<file path="src/rtl/axi_lite_pkg.sv">
// Shared AXI-lite definitions: response codes, scheduler FSM states and
// the write/read classification of a stream beat.
package axi_lite_pkg;

    localparam logic [1:0] RESP_OKAY   = 2'b00;
    localparam logic [1:0] RESP_SLVERR = 2'b10;

    // Widest tkeep the classifier accepts; callers zero-extend into it.
    localparam int unsigned MAX_KEEP = 64;

    typedef enum logic [1:0] {
        IDLE,
        ISSUE,
        WAIT,
        DRAIN
    } state_t;

    // A beat is a write only when every tkeep byte of its real width is set.
    function automatic logic is_write(input logic [MAX_KEEP-1:0] keep,
                                      input int unsigned         width);
        logic all_set;
        all_set = 1'b1;
        for (int unsigned i = 0; i < MAX_KEEP; i++) begin
            if (i < width && !keep[i]) all_set = 1'b0;
        end
        return all_set;
    endfunction

endpackage

</file>
<file path="src/rtl/rr_arbiter.sv">
// Combinational round-robin arbiter: picks the first requester after
// last_grant, wrapping modulo N.
module rr_arbiter #(
    parameter int N = 4
) (
    input  logic [N-1:0]         req,
    input  logic [$clog2(N)-1:0] last_grant,
    output logic [$clog2(N)-1:0] grant,
    output logic                 any_req
);

    localparam int GW = $clog2(N);

    int unsigned w_idx;

    always_comb begin
        grant   = last_grant;
        any_req = 1'b0;
        w_idx   = 0;
        for (int unsigned i = 1; i <= N; i++) begin
            w_idx = (32'(last_grant) + i) % N;
            if (!any_req && req[GW'(w_idx)]) begin
                grant   = GW'(w_idx);
                any_req = 1'b1;
            end
        end
    end

endmodule

</file>
<file path="src/rtl/axi_lite_req_scheduler.sv">
// Round-robin front end for a shared axi_lite_master: one transaction in
// flight, completions snooped from B/R and returned as tagged pulses.
module axi_lite_req_scheduler
    import axi_lite_pkg::*;
#(
    parameter int NUM_REQ = 4,
    parameter int DATA_WD = 8,
    parameter int ADDR_WD = 8,
    parameter int BYTE_WD = (ADDR_WD + DATA_WD) >> 3,
    parameter int TIMEOUT = 255
) (
    input  logic                                 clk,
    input  logic                                 rstn,
    input  logic [NUM_REQ*BYTE_WD-1:0]           s_tkeep,
    input  logic [NUM_REQ*(DATA_WD+ADDR_WD)-1:0] s_tdata,
    input  logic [NUM_REQ-1:0]                   s_tvalid,
    output logic [NUM_REQ-1:0]                   s_tready,
    output logic [BYTE_WD-1:0]                   m_tkeep,
    output logic [DATA_WD+ADDR_WD-1:0]           m_tdata,
    output logic                                 m_tvalid,
    input  logic                                 m_tready,
    input  logic                                 bvalid,
    input  logic                                 bready,
    input  logic [1:0]                           bresp,
    input  logic                                 rvalid,
    input  logic                                 rready,
    input  logic [DATA_WD-1:0]                   rdata,
    input  logic [1:0]                           rresp,
    output logic [NUM_REQ-1:0]                   rsp_valid,
    output logic [DATA_WD-1:0]                   rsp_data,
    output logic [1:0]                           rsp_resp,
    output logic                                 rsp_write,
    output logic                                 timeout_err
);

    localparam int TW     = DATA_WD + ADDR_WD;
    localparam int GW     = $clog2(NUM_REQ);
    localparam int CNT_WD = (TIMEOUT > 1) ? $clog2(TIMEOUT) : 1;

    state_t              r_state;
    logic [GW-1:0]       r_grant;
    logic [GW-1:0]       r_last_grant;
    logic                r_is_write;
    logic [CNT_WD-1:0]   r_cnt;
    logic [NUM_REQ-1:0]  r_rsp_valid;
    logic [DATA_WD-1:0]  r_rsp_data;
    logic [1:0]          r_rsp_resp;
    logic                r_rsp_write;
    logic                r_timeout_err;

    logic [GW-1:0]       w_arb_grant;
    logic                w_any_req;
    logic [NUM_REQ-1:0]  w_grant_oh;
    logic [TW-1:0]       w_sel_data;
    logic [BYTE_WD-1:0]  w_sel_keep;
    logic                w_issue;
    logic                w_m_fire;
    logic                w_b_fire;
    logic                w_r_fire;
    logic                w_done;
    logic                w_timeout;

    rr_arbiter #(
        .N(NUM_REQ)
    ) u_arb (
        .req        (s_tvalid),
        .last_grant (r_last_grant),
        .grant      (w_arb_grant),
        .any_req    (w_any_req)
    );

    always_comb begin
        w_grant_oh = '0;
        w_sel_data = '0;
        w_sel_keep = '0;
        for (int unsigned i = 0; i < NUM_REQ; i++) begin
            if (GW'(i) == r_grant) begin
                w_grant_oh[i] = 1'b1;
                w_sel_data    = s_tdata[i*TW +: TW];
                w_sel_keep    = s_tkeep[i*BYTE_WD +: BYTE_WD];
            end
        end
    end

    assign w_issue  = (r_state == ISSUE);
    assign w_m_fire = w_issue && m_tready;
    assign w_b_fire = bvalid && bready;
    assign w_r_fire = rvalid && rready;
    // Only the channel matching the outstanding transaction counts as done.
    assign w_done    = r_is_write ? w_b_fire : w_r_fire;
    assign w_timeout = (TIMEOUT != 0) && (r_cnt == CNT_WD'(TIMEOUT - 1));

    assign m_tvalid = w_issue;
    assign m_tdata  = w_issue ? w_sel_data : '0;
    assign m_tkeep  = w_issue ? w_sel_keep : '0;
    assign s_tready = w_m_fire ? w_grant_oh : '0;

    assign rsp_valid   = r_rsp_valid;
    assign rsp_data    = r_rsp_data;
    assign rsp_resp    = r_rsp_resp;
    assign rsp_write   = r_rsp_write;
    assign timeout_err = r_timeout_err;

    always_ff @(posedge clk or negedge rstn) begin
        if (!rstn) begin
            r_state       <= IDLE;
            r_grant       <= '0;
            r_last_grant  <= GW'(NUM_REQ - 1);
            r_is_write    <= 1'b0;
            r_cnt         <= '0;
            r_rsp_valid   <= '0;
            r_rsp_data    <= '0;
            r_rsp_resp    <= RESP_OKAY;
            r_rsp_write   <= 1'b0;
            r_timeout_err <= 1'b0;
        end else begin
            r_rsp_valid <= '0;
            case (r_state)
                IDLE: begin
                    if (w_any_req) begin
                        r_grant <= w_arb_grant;
                        r_state <= ISSUE;
                    end
                end
                ISSUE: begin
                    if (w_m_fire) begin
                        r_is_write <= is_write(MAX_KEEP'(w_sel_keep), BYTE_WD);
                        r_cnt      <= '0;
                        r_state    <= WAIT;
                    end
                end
                WAIT: begin
                    if (r_cnt != '1) r_cnt <= r_cnt + CNT_WD'(1);
                    if (w_done) begin
                        r_rsp_valid  <= w_grant_oh;
                        r_rsp_resp   <= r_is_write ? bresp : rresp;
                        r_rsp_data   <= r_is_write ? '0 : rdata;
                        r_rsp_write  <= r_is_write;
                        r_last_grant <= r_grant;
                        r_state      <= IDLE;
                    end else if (w_timeout) begin
                        // Rotation advances on timeout too, so a dead slave
                        // cannot pin priority on the same requester.
                        r_rsp_valid   <= w_grant_oh;
                        r_rsp_resp    <= RESP_SLVERR;
                        r_rsp_data    <= '0;
                        r_rsp_write   <= r_is_write;
                        r_last_grant  <= r_grant;
                        r_timeout_err <= 1'b1;
                        r_state       <= DRAIN;
                    end
                end
                DRAIN: begin
                    if (w_done) r_state <= IDLE;
                end
                default: r_state <= IDLE;
            endcase
        end
    end

endmodule

</file>
<file path="config.mk">
export PLATFORM = sky130hd
export DESIGN_NAME = axi_lite_req_scheduler
export DESIGN_NICKNAME = d
export VERILOG_FILES = /design/src/rtl/axi_lite_pkg.sv /design/src/rtl/rr_arbiter.sv /design/src/rtl/axi_lite_req_scheduler.sv
export SDC_FILE = /design/constraint.sdc
export NUM_CORES = 1
export LEC_CHECK = 0
export CORE_UTILIZATION = 33
export DETAILED_ROUTE_END_ITERATION = 10
export MAX_ROUTING_LAYER = met4
export PLACE_DENSITY = 0.74
export SLEW_MARGIN = 20
export SYNTH_ARGS = -nofsm -noshare
export SYNTH_HDL_FRONTEND = slang
export SYNTH_SLANG_ARGS = --single-unit
</file>
<file path="constraint.sdc">
create_clock -name clk -period 2.06 [get_ports clk]
set_input_delay 0.618 -clock clk [delete_from_list [all_inputs] [get_ports clk]]
set_output_delay 0.618 -clock clk [all_outputs]
set_load 0.02 [all_outputs]
</file>
# [Word-level counts from Yosys, hierarchy flattened]
# Index checks and enable logic that the tools add are counted.
[totals] output_inout_bits=39 ff_bits=31 in_bits=95
[classes] reduce_logical=19 magnitude_cmp=4 bitwise=1 n_addsub=5 eq_ne=13 mux=56
[ops] operator="$mux 16" n=5
[ops] operator="$mux 8" n=5
[ops] operator="$mux 2" n=19
[ops] operator="$mux 1" n=17
[ops] operator="$mux 4" n=4
[ops] operator="$pmux 8 s2" n=1
[ops] operator="$lt 2x3->1 const B" n=4
[ops] operator="$add 8x1->8 const B" n=1
[ops] operator="$bmux 1 s2" n=4
[ops] operator="$eq 8x8->1 const B" n=1
[ops] operator="$ne 8x8->1 const B" n=1
[ops] operator="$pmux 2 s4" n=1
[ops] operator="$logic_and 1x1->1" n=6
[ops] operator="$reduce_and 2->1" n=3
[ops] operator="$reduce_and 3->1" n=2
[ops] operator="$add 2x1->2 const B" n=2
[ops] operator="$add 2x2->2 const B" n=2
[ops] operator="$eq 2x2->1 const A" n=2
[ops] operator="$eq 2x2->1 const B" n=2
[ops] operator="$logic_not 2->1" n=2
[ops] operator="$ne 2x1->1 const B" n=2
[ops] operator="$ne 2x2->1 const B" n=2
[ops] operator="$reduce_and 4->1" n=1
[ops] operator="$reduce_bool 2->1" n=2
[ops] operator="other kinds (5)" n=7

# [Logic depth before layout (Yosys ltp)]
# Gate-level depths: netlist of the first run.
[logic_depth] word_depth=15 ltp_mapped=7

# [Modules after synthesis]
# Synthesis of the first run repeated with hierarchy kept, for this count alone.
[unflattened] hier_cells=191 hier_area_um2=2083.2
[by_module_without_submodules] mod="axi_lite_req_scheduler" area_each_um2=2000.7 cells_per_inst=177 instances=1
[by_module_without_submodules] mod="rr_arbiter" area_each_um2=82.6 cells_per_inst=14 instances=1

# [Worst setup path after synthesis of the first run]
# Ideal clock, no wire load.
[synth_timing] path_kind="register -> output" startpoint="reg r_grant[0]" endpoint="out m_tdata[10]" path_stages_with_launch=5 arrival_time_ns=1.552 setup_slack_ns=-0.110 path_cell_list="dfrtp_1 -> buf_2 -> buf_2 -> mux4_2 -> and2_1"
[synth_between] elab_chain_cells=6 word_cells_on_any_way=9
[synth_lines] item="start: declaration" line_no="axi_lite_req_scheduler.sv:41" text="logic [GW-1:0] r_grant;"
[synth_lines] item="start signal: assignment" line_no="axi_lite_req_scheduler.sv:121" text="r_grant <= w_arb_grant;"
[synth_lines] item="$logic_not 2->1" line_no="axi_lite_req_scheduler.sv:77" text="if (GW'(i) == r_grant) begin"
[synth_lines] item="$mux 16 (3 in series)" line_no="axi_lite_req_scheduler.sv:77"
[synth_lines] item="$mux 16 *" line_no="axi_lite_req_scheduler.sv:77"
[synth_lines] item="$mux 16 *" line_no="axi_lite_req_scheduler.sv:94" text="assign m_tdata = w_issue ? w_sel_data : '0;"
[synth_lines] item="end: declaration" line_no="axi_lite_req_scheduler.sv:19" text="output logic [DATA_WD+ADDR_WD-1:0] m_tdata,"
# Mark *: on every way between the ends. The rest lies on a longest branch, timed or not.

# [Final worst setup path of the first run]
[layout_timing] startpoint="reg r_grant[0]" endpoint="out m_tkeep[1]"
[layout_between] elab_chain_cells=6 word_cells_on_any_way=9
[layout_lines] item="$logic_not 2->1" line_no="axi_lite_req_scheduler.sv:77"
[layout_lines] item="$mux 2 (3 in series)" line_no="axi_lite_req_scheduler.sv:77"
[layout_lines] item="$mux 2 *" line_no="axi_lite_req_scheduler.sv:77"
[layout_lines] item="$mux 2 *" line_no="axi_lite_req_scheduler.sv:95" text="assign m_tkeep = w_issue ? w_sel_keep : '0;"
[layout_lines] item="end: declaration" line_no="axi_lite_req_scheduler.sv:18" text="output logic [BYTE_WD-1:0] m_tkeep,"
# Marked as above.

==> results of run 1 <==
-- cells by family (layout without fill, tap and decap cells) --
kind of cell | Yosys count | count (layout) | synth area share, %
fa+ha+maj | 2 | 2 | 1.21
xor+xnor | 2 | 2 | 0.849
other cells | 0 | 2 | 0
mux | 27 | 27 | 24.3
flops | 31 | 31 | 37.7
buf+inv | 19 | 175 | 4.61
compound gates | 29 | 29 | 11.2
simple gates | 74 | 74 | 20.2
-- registers in the layout (all words and copies together) (netlist names) --
name,cells
rsp_write,1
r_grant,2
rsp_data,8
r_state,2
r_cnt,8
rsp_resp,2
rsp_valid,4
r_is_write,1
timeout_err,1
r_last_grant,2
-- cell type report --
cell class,instances,area [um2]
Timing Repair Buffer,161,1470
Inverter,6,22.5
Multi-Input combinational cell,134,1250
Sequential cell,31,778
Antenna cell,2,5.00
Tap cell,75,93.8
Fill cell,509,2270
Clock buffer,8,100
-- routing by layer --
metal | vias to the layer above | part of all wire, % | track usage [%]
met1 | 994 | 42 | 26.5
li1 | 1001 | - | -
met4 | 0 | 0.71 | 5.00
met3 | 7 | 5.8 | 5.51
met5 | - | 0 | -
met2 | 60 | 52 | 32.2
-- where the power goes --
group | switching [mW] | internal [mW]
logic | 1.26 | 1.61
clock network | 0.212 | 0.304
registers | 0.162 | 0.819
-- what timing repair did --
action,in CTS,in global routing
gates resized for setup,223,3
buffers inserted,1,0
endpoints found under the setup margin,23,22
pin swaps,12,0
-- per-stage QoR --
| step | cells | worst slack [ns] |
|---|---|---|
| after floorplan | 184 | -0.0146 |
| after global placement | 406 | -0.798 |
| after detailed placement | 406 | -0.822 |
| after CTS | 415 | -0.234 |
| after global routing | 417 | -0.279 |
| final | 417 | -0.214 |
-- worst paths after layout --
path                                    startpoint                     endpoint  slack, ns  cells after the start
setup / recovery            r_grant[0]$_DFFE_PN0P_                   m_tkeep[1]      -0.21                      4
hold / removal             timeout_err$_DFFE_PN0P_      timeout_err$_DFFE_PN0P_       0.47                      1
setup reg to reg            r_is_write$_DFFE_PN0P_        rsp_write$_DFFE_PN0P_       0.36                      4
hold reg to reg            timeout_err$_DFFE_PN0P_      timeout_err$_DFFE_PN0P_       0.47                      1
max in group asynchronous                     rstn  r_last_grant[0]$_DFFE_PN1P_       1.00                      2
min in group asynchronous                     rstn      rsp_data[6]$_DFFE_PN0P_       0.73                      2
-- cell usage in the layout, fill, tap and decap left out, types with 2 or more instances in the layout --
cell and count:
dlygate4sd2_1 73, clkdlybuf4s50_1 37, dfrtp_1 29, buf_4 27
buf_6 20, mux4_2 18, and2_4 18, nor2_1 11
nand2_1 9, and3_2 8, clkbuf_8 7, inv_1 6
nand3_1 6, nor3_1 5, mux2_2 5, a21o_1 5
o21ai_0 4, mux2i_1 4, nand2b_1 3, nand4_1 3
a21o_2 3, diode_2 2, nor3_2 2, a21oi_1 2
o221ai_1 2, a211oi_1 2, xor2_1 2, o211ai_1 2
ha_1 2, buf_2 2, dfstp_2 2
==> impl_metrics.py, run 1 <==
metrics = {
    "status": {
        "status": "complete, but fails checks",
        "failed_checks": "setup timing",
    },
    "logic_synthesis": {
        "synth_area_leader_cell": "dfrtp_1",
        "async_reset_ff_share_pct": 100,
        "ys_seq_area_share_pct": 37.7,
        "yosysMostFrequentCell": "dfrtp_1",
        "synth_fp_nets": 281,
        "netlist_area_um2": 2060,
        "synth-seq-cells": 31,
        "synth_top_cells_by_area": "dfrtp_1 (35%), mux4_2 (20%), and2_1 (5.5%), and3_2 (2.9%), mux2_2 (2.7%)",
        "synthFlopType": "dfrtp_1",
        "syn_inst": 184,
        "synth_edf_count": 0,
        "ys_top_cells_by_count": "dfrtp_1 (29), and2_1 (18), mux4_2 (18)",
        "yosys_warnings": 0,
        "ys_types": 44,
        "synth_top_area_share_pct": 35.2,
        "avgSynthCellArea_um2": 11.2,
    },
    "setup_path": {
        "crit_type": "reg -> out",
        "slowest_delay_ns": 0.52,
        "cp_data_arrival_time_ns": 1.66,
        "crit_path_start_kind": "register",
        "cp-end-kind": "output pin",
        "cpMostUsedCell": "buf_6",
        "crit_buf_inv": 2,
        "worstPathRequired_ns": 1.44,
        "worstPathMaxFanout": 9,
        "crit_chain": "buf_6 -> mux4_2 -> and2_4 -> buf_6",
        "cp_slowest_cell": "mux4_2",
        "cp_top_family": "multiplexers",
    },
    "sta": {
        "timing.hold.ws_ns": 0.473,
        "finalClockSkew_ns": 0.00466,
        "slew_viol_final": 0,
        "rsz0062_at_grt": "yes",
        "maxSlewHeadroom_pct": 70.6,
        "min_period_ns": 2.27,
        "setup_violations": 18,
        "worst_pin_slew_ns": 0.437,
        "fin_tns_setup_ns": -3.53,
        "setup_ws_ns": -0.214,
        "timing.final.hold_violations": 0,
        "clock.fmax_mhz": 440,
        "period_share_pct": 110,
    },
    "placed_design": {
        "hpwlAfterDp_um": 5360,
        "io_buffers": 133,
        "gp_congestion": 0.793,
        "dpl-instance-area_um2": 3620,
    },
    "finish": {
        "final_core_utilization_pct": 62.1,
        "drive_gt1_share_pct": 35.0,
        "postLayoutCellArea_um2": 3720,
        "nets": 436,
        "area_delta_synth_final_pct": 80.2,
    },
    "clock_tree": {
        "cts_buffers": 5,
        "clock_latency_ns": 0.28,
        "cts_buffer_depth": 2,
        "cts.hold.buffers_added": 0,
        "clock_sinks": 31,
        "cts_root_buf": "clkbuf_8",
        "cts_tree": "built",
        "cts.clk_slew.worst_paths_ns": 0.06,
        "htree_levels": 2,
    },
    "detailed_routing": {
        "vias": 2062,
        "antenna_left": 0,
        "wl_per_cell_um": 15.6,
        "drcViolationCount": 0,
        "drtIter0Drc": 73,
        "dr.pass1.iters": 4,
        "routed_wl_um": 6500,
        "vias_per_cell": 4.94,
    },
    "worst_hold_path": {
        "min_path_type": "reg -> reg",
    },
    "die": {
        "fp-row-count": 28,
        "core_area_um2": 5990,
        "die_area_um2": 6580,
        "pin_count": 134,
        "fp.dieW_um": 81.1,
        "die_h_um": 81.1,
        "initial_core_util_pct": 34.5,
    },
    "power": {
        "powerDensity_nw_per_um2": 1170,
        "power_mw": 4.36,
        "ir_worst_vdd_mv": 0.628,
        "leakage_nw": 1.76,
    },
    "grt": {
        "grt_pass1_wl_um": 9960,
        "grt_max_degree": 32,
        "grt.overflow.total": 0,
        "antenna_found_initial": 2,
        "track_usage_pct": 20.6,
        "grt_pass1_vias": 2124,
    },
    "flow_run": {
        "max_cap_violations": 0,
    },
}
Note: power is estimated with default switching activity, not from simulation.
==> run 2: changes to the inputs <==
--- a/config.mk
+++ b/config.mk
@@ -8,7 +8,7 @@
 export CORE_UTILIZATION = 33
 export DETAILED_ROUTE_END_ITERATION = 10
 export MAX_ROUTING_LAYER = met4
-export PLACE_DENSITY = 0.74
+export PLACE_DENSITY_LB_ADDON = 0.08
 export SLEW_MARGIN = 20
 export SYNTH_ARGS = -nofsm -noshare
 export SYNTH_HDL_FRONTEND = slang
==> run 2 against run 1 <==
Net effect: first-iteration DRC count rose by 1.4%; routed wire length down 5.5%; register-to-register slack got worse by 0.04 ns; clock-buffer cell count shrank 1; the flow still finishes with violations (setup timing); die area is the same; sequential cell count did not move; sequential power about the same; clock power up 5.6%; largest power group unchanged.
==> impl_metrics.py, run 2 (synthesis results as in run 1) <==
metrics = {
    "grt": {
        "grt_max_degree": 32,
        "antenna_found_initial": 1,
        "grt_pass1_wl_um": 9660,
        "track_usage_pct": 20.0,
        "grt_pass1_vias": 2112,
        "grt.overflow.total": 0,
    },
    "setup_path": {
        "crit_end": "m_tdata[12]",
        "cp.depth": 4,
        "crit_chain": "buf_4 -> mux4_2 -> and2_4 -> buf_6",
        "worstPathMaxFanout": 5,
        "crit_type": "reg -> out",
        "r2r-start": "r_grant[0]$_DFFE_PN0P_",
        "cp_data_arrival_time_ns": 1.67,
        "crit_path_start_kind": "register",
        "cp_slowest_cell": "mux4_2",
        "rr_endpoint": "r_is_write$_DFFE_PN0P_",
        "crit_buf_inv": 2,
        "cp_top_family": "multiplexers",
        "slowest_delay_ns": 0.51,
        "cp-startpoint": "r_grant[0]$_DFFE_PN0P_",
        "cp-end-kind": "output pin",
        "r2r_cells": 7,
        "worstPathRequired_ns": 1.44,
        "reg2reg_slack_ns": 0.32,
    },
    "sta": {
        "maxSlewHeadroom_pct": 65.0,
        "rsz0062_at_grt": "yes",
        "finalClockSkew_ns": 0.00604,
        "min_period_ns": 2.29,
        "worst_pin_slew_ns": 0.524,
        "slew_viol_final": 0,
        "clock.fmax_mhz": 438,
        "setup_ws_ns": -0.226,
        "timing.final.hold_violations": 0,
        "period_share_pct": 111,
        "fin_tns_setup_ns": -3.67,
        "setup_violations": 19,
        "timing.hold.ws_ns": 0.474,
    },
    "detailed_routing": {
        "dr.pass1.iters": 4,
        "drcViolationCount": 0,
        "wl_per_cell_um": 14.6,
        "routed_wl_um": 6150,
        "antenna_left": 0,
        "vias": 2069,
        "vias_per_cell": 4.93,
        "drtIter0Drc": 74,
    },
    "finish": {
        "seq_area_um2": 779,
        "drive_gt1_share_pct": 36.6,
        "area_delta_synth_final_pct": 83.8,
        "multiInputGateArea_um2": 1250,
        "num-fill-cells": 521,
        "layout_common_cells": "dlygate4sd2_1 (73), clkdlybuf4s50_1 (37), buf_4 (31)",
        "postLayoutCellArea_um2": 3790,
        "final_common_cell": "dlygate4sd2_1",
        "nets": 440,
    },
    "clock_tree": {
        "cts_buffer_depth": 2,
        "cts_root_buf": "clkbuf_8",
        "cts.clk_slew.worst_paths_ns": 0.07,
        "cts_tree": "built",
        "cts_buffers": 5,
        "clock_sinks": 31,
        "htree_levels": 2,
        "cts.hold.buffers_added": 0,
        "clock_latency_ns": 0.29,
    },
    "die": {
        "initial_core_util_pct": 34.5,
        "core_area_um2": 5990,
        "die_h_um": 81.1,
        "pin_count": 134,
        "die_area_um2": 6580,
        "fp-row-count": 28,
        "fp.dieW_um": 81.1,
    },
    "power": {
        "power_mw": 4.55,
        "powerDensity_nw_per_um2": 1200,
        "leakage_nw": 1.80,
        "ir_worst_vdd_mv": 0.634,
    },
    "placed_design": {
        "io_buffers": 133,
        "dpl-instance-area_um2": 3660,
        "hpwlAfterDp_um": 4960,
        "gp_congestion": 0.716,
    },
    "status": {
        "status": "complete, but fails checks",
        "failed_checks": "setup timing",
    },
    "worst_hold_path": {
        "min_path_type": "reg -> reg",
    },
    "flow_run": {
        "max_cap_violations": 0,
    },
}
[run 2: how the worst min path moves through the flow]
| stage | endpoint | cells after the start | startpoint |
|---|---|---|---|
| after global routing | rsp_data[5]$_DFFE_PN0P_ | 1 | rsp_data[5]$_DFFE_PN0P_ |
| after floorplan | r_cnt[0]$_DFFE_PN0P_ | 0 | rstn |
| after global placement | rsp_data[5]$_DFFE_PN0P_ | 1 | rsp_data[5]$_DFFE_PN0P_ |
| after CTS | rsp_data[6]$_DFFE_PN0P_ | 1 | rsp_data[6]$_DFFE_PN0P_ |
| final | rsp_data[6]$_DFFE_PN0P_ | 1 | rsp_data[6]$_DFFE_PN0P_ |
| after detailed placement | rsp_data[6]$_DFFE_PN0P_ | 1 | rsp_data[6]$_DFFE_PN0P_ |
[run 2: repair_timing]
action | in CTS | in global routing
resized for setup | 222 | 4
endpoints found under the setup margin | 23 | 20
gates cloned | 0 | 1
buffers inserted | 2 | 1
pin swaps | 18 | 1
[run 2: worst reg2reg max path, cell delays in order (launching register included)]
cell	delay, ns
dfrtp_2	0.42
buf_12	0.15
mux4_2	0.53
buf_4	0.15
buf_4	0.12
buf_4	0.12
nand3_1	0.09
nand2_1	0.06
[run 2: metal layers]
metal	part of all wire [%]	wire length, um	GRT usage, %	vias to the layer above
met4	1.1	70	5.89	0
met1	45	2760	26.8	992
met3	4.1	255	3.82	8
li1	-	-	-	1006
met5	0	0	-	-
met2	50	3060	30.7	63
[run 2: power by group]
group | switching, mW | internal, mW | leakage, nW
logic | 1.28 | 1.75 | 1.35
registers | 0.159 | 0.821 | 0.397
clock network | 0.241 | 0.304 | 0.0505
[run 2: area by class of cell]
class                      instances  area share (%)
timing repair buffer             165            40.5
multi-input combinational        134            33.0
sequential                        31            20.5
clock buffer                       7            2.54
tap                               75            2.47
inverter                           6           0.594
clock inverter                     1           0.198
antenna                            1          0.0660
[run 2: through the flow]
stage               setup WS, ns  instances  utilization, %
floorplan                -0.0146        184               -
global placement          -0.769        407            61.0
detailed placement        -0.794        407            61.0
CTS                       -0.246        417            62.5
global route              -0.282        420            63.3
finish                    -0.226        420            63.3
==> run 3: changes to the inputs <==
--- a/config.mk
+++ b/config.mk
@@ -5,6 +5,7 @@
 export SDC_FILE = /design/constraint.sdc
 export NUM_CORES = 1
 export LEC_CHECK = 0
+export CORE_MARGIN = 2
 export CORE_UTILIZATION = 33
 export DETAILED_ROUTE_END_ITERATION = 10
 export MAX_ROUTING_LAYER = met4
==> run 3 against run 2 <==
Net effect: the run still ends with setup timing left; clock power is 0.7% lower; combinational power increased by 5%; sequential cell count stayed put; power up 3.3%; clock-buffer cell count is the same; sequential share of layout area is 0.35 points lower; first-iteration DRC count down 9.5%; final cell count rose by 0.95%; global-route usage is 0.14 points higher; worst setup slack worse by 0.033 ns; core utilization rose by 1.1 points; sequential power increased by 2%; critical path type unchanged; highest routed layer unchanged.
==> impl_metrics.py, run 3 (synthesis results as in run 1) <==
metrics = {
    "finish": {
        "postLayoutCellArea_um2": 3860,
        "final_common_cell": "dlygate4sd2_1",
        "layout_common_cells": "dlygate4sd2_1 (73), clkdlybuf4s50_1 (37), buf_4 (31)",
        "final_cells": 424,
        "drive_gt1_share_pct": 38.2,
        "nets": 444,
        "final_core_utilization_pct": 64.4,
        "area_delta_synth_final_pct": 87.0,
    },
    "die": {
        "initial_core_util_pct": 34.5,
        "pin_count": 134,
        "fp.dieW_um": 83.1,
        "die_area_um2": 6900,
        "core_area_um2": 5990,
        "fp-row-count": 28,
        "die_h_um": 83.1,
    },
    "sta": {
        "fin_tns_setup_ns": -4.12,
        "rsz0062_at_grt": "yes",
        "worst_pin_slew_ns": 0.397,
        "clock.fmax_mhz": 431,
        "maxSlewHeadroom_pct": 73.5,
        "setup_ws_ns": -0.258,
        "min_period_ns": 2.32,
        "finalClockSkew_ns": 0.00739,
        "period_share_pct": 113,
        "setup_violations": 19,
        "timing.final.hold_violations": 0,
        "slew_viol_final": 0,
    },
    "setup_path": {
        "crit_type": "reg -> out",
        "cp-startpoint": "r_grant[0]$_DFFE_PN0P_",
        "worstPathMaxFanout": 8,
        "cp_data_arrival_time_ns": 1.70,
        "r2r-start": "r_grant[0]$_DFFE_PN0P_",
        "reg2reg_slack_ns": 0.28,
        "rr_endpoint": "r_is_write$_DFFE_PN0P_",
        "crit_chain": "buf_12 -> mux4_2 -> and2_4 -> buf_6",
        "crit_path_start_kind": "register",
        "r2r_cells": 7,
        "worstPathRequired_ns": 1.44,
        "cp_slowest_cell": "mux4_2",
        "cp-end-kind": "output pin",
        "slowest_delay_ns": 0.53,
    },
    "power": {
        "leakage_nw": 1.83,
        "powerDensity_nw_per_um2": 1220,
        "clockPowerShare_pct": 11.5,
        "pwr-share-seq_pct": 21.2,
        "power_frac_comb_pct": 67.3,
        "power_mw": 4.70,
        "p_sw_mw": 1.74,
        "switching_share_pct": 37.1,
        "ir_worst_vdd_mv": 0.776,
        "intPower_mw": 2.96,
    },
    "worst_hold_path": {
        "holdPathEnd": "timeout_err$_DFFE_PN0P_",
        "whs_path_depth": 1,
        "min_path_type": "reg -> reg",
        "holdCritStartpoint": "timeout_err$_DFFE_PN0P_",
    },
    "status": {
        "status": "complete, but fails checks",
        "failed_checks": "setup timing",
    },
    "clock_tree": {
        "cts.clk_slew.worst_paths_ns": 0.07,
        "clock_sinks": 31,
        "cts_root_buf": "clkbuf_8",
        "cts_buffer_depth": 2,
        "cts_tree": "built",
        "htree_levels": 2,
        "cts_buffers": 5,
        "clock_latency_ns": 0.29,
        "cts.hold.buffers_added": 0,
    },
    "grt": {
        "antenna_found_initial": 1,
        "track_usage_pct": 20.1,
        "grt_pass1_wl_um": 10800,
        "grt.overflow.total": 0,
        "grt_max_degree": 32,
        "grt_pass1_vias": 2219,
    },
    "detailed_routing": {
        "antenna_left": 0,
        "dr.pass1.iters": 4,
        "vias": 2132,
        "drtIter0Drc": 67,
        "wl_per_cell_um": 16.1,
        "drcViolationCount": 0,
        "vias_per_cell": 5.03,
        "routed_wl_um": 6850,
    },
    "placed_design": {
        "gp_congestion": 0.748,
        "hpwlAfterDp_um": 5480,
        "dpl-instance-area_um2": 3650,
        "dp_cells": 406,
        "io_buffers": 133,
    },
    "flow_run": {
        "max_cap_violations": 0,
    },
}
[run 3: changes by cell type in the layout (fill, tap and decap cells not counted), sizes merged]
cell	delta
buf	+4
[run 3: how the worst max path moves through the flow]
stage	end	slack, ns	cells after the start
finish	m_tkeep[1]	-0.26	4
global route	m_tkeep[1]	-0.31	4
CTS	m_tdata[14]	-0.26	4
detailed placement	m_tkeep[1]	-0.79	4
global placement	m_tkeep[1]	-0.77	4
floorplan	m_tdata[12]	-0.01	4
[run 3: repair_timing]
item / 4_1_cts / 5_1_grt
buffers inserted: 2 / 6
cloned: 0 / 1
pin swaps: 18 / 2
setup endpoints to repair: 23 / 19
gates resized for setup: 221 / 14
[run 3: critical path: cells and delay by family, from the launching register on]
kind	cells	cell delay [ns]
buffers and inverters	2	0.28
AND/OR/NAND/NOR	1	0.16
flip-flops	1	0.44
multiplexers	1	0.53
[run 3: cell type report]
class	count	area [um2]
Fill cell	512	2130
Timing Repair Buffer	169	1590
Multi-Input combinational cell	134	1270
Sequential cell	31	779
Clock buffer	7	96.3
Tap cell	75	93.8
Inverter	6	22.5
Clock inverter	1	7.51
Antenna cell	1	2.50
[run 3: per-stage QoR]
stage	hold slack [ns]	worst slack, ns
after detailed placement	0.469	-0.789
after floorplan	0.322	-0.0146
after CTS	0.484	-0.259
final	0.473	-0.258
after global routing	0.501	-0.310
after global placement	0.459	-0.770
[run 3: power groups by stage]
stage | Clock, mW | Combinational [mW] | Sequential (mW)
6_report | 0.541 | 3.16 | 0.995
5_1_grt | 0.588 | 3.37 | 1.03
4_1_cts | 0.559 | 2.96 | 0.980
3_5_place_dp | 0 | 2.74 | 0.986
3_3_place_gp | 0 | 2.73 | 0.979
2_1_floorplan | 0 | 1.39 | 1.08
[run 3: per-layer routing]
layer  GRT usage, %  routed length [um]
met5              -                   0
met4           6.41                 156
met3           5.07                 415
met2           33.6                3470
met1           24.0                2800
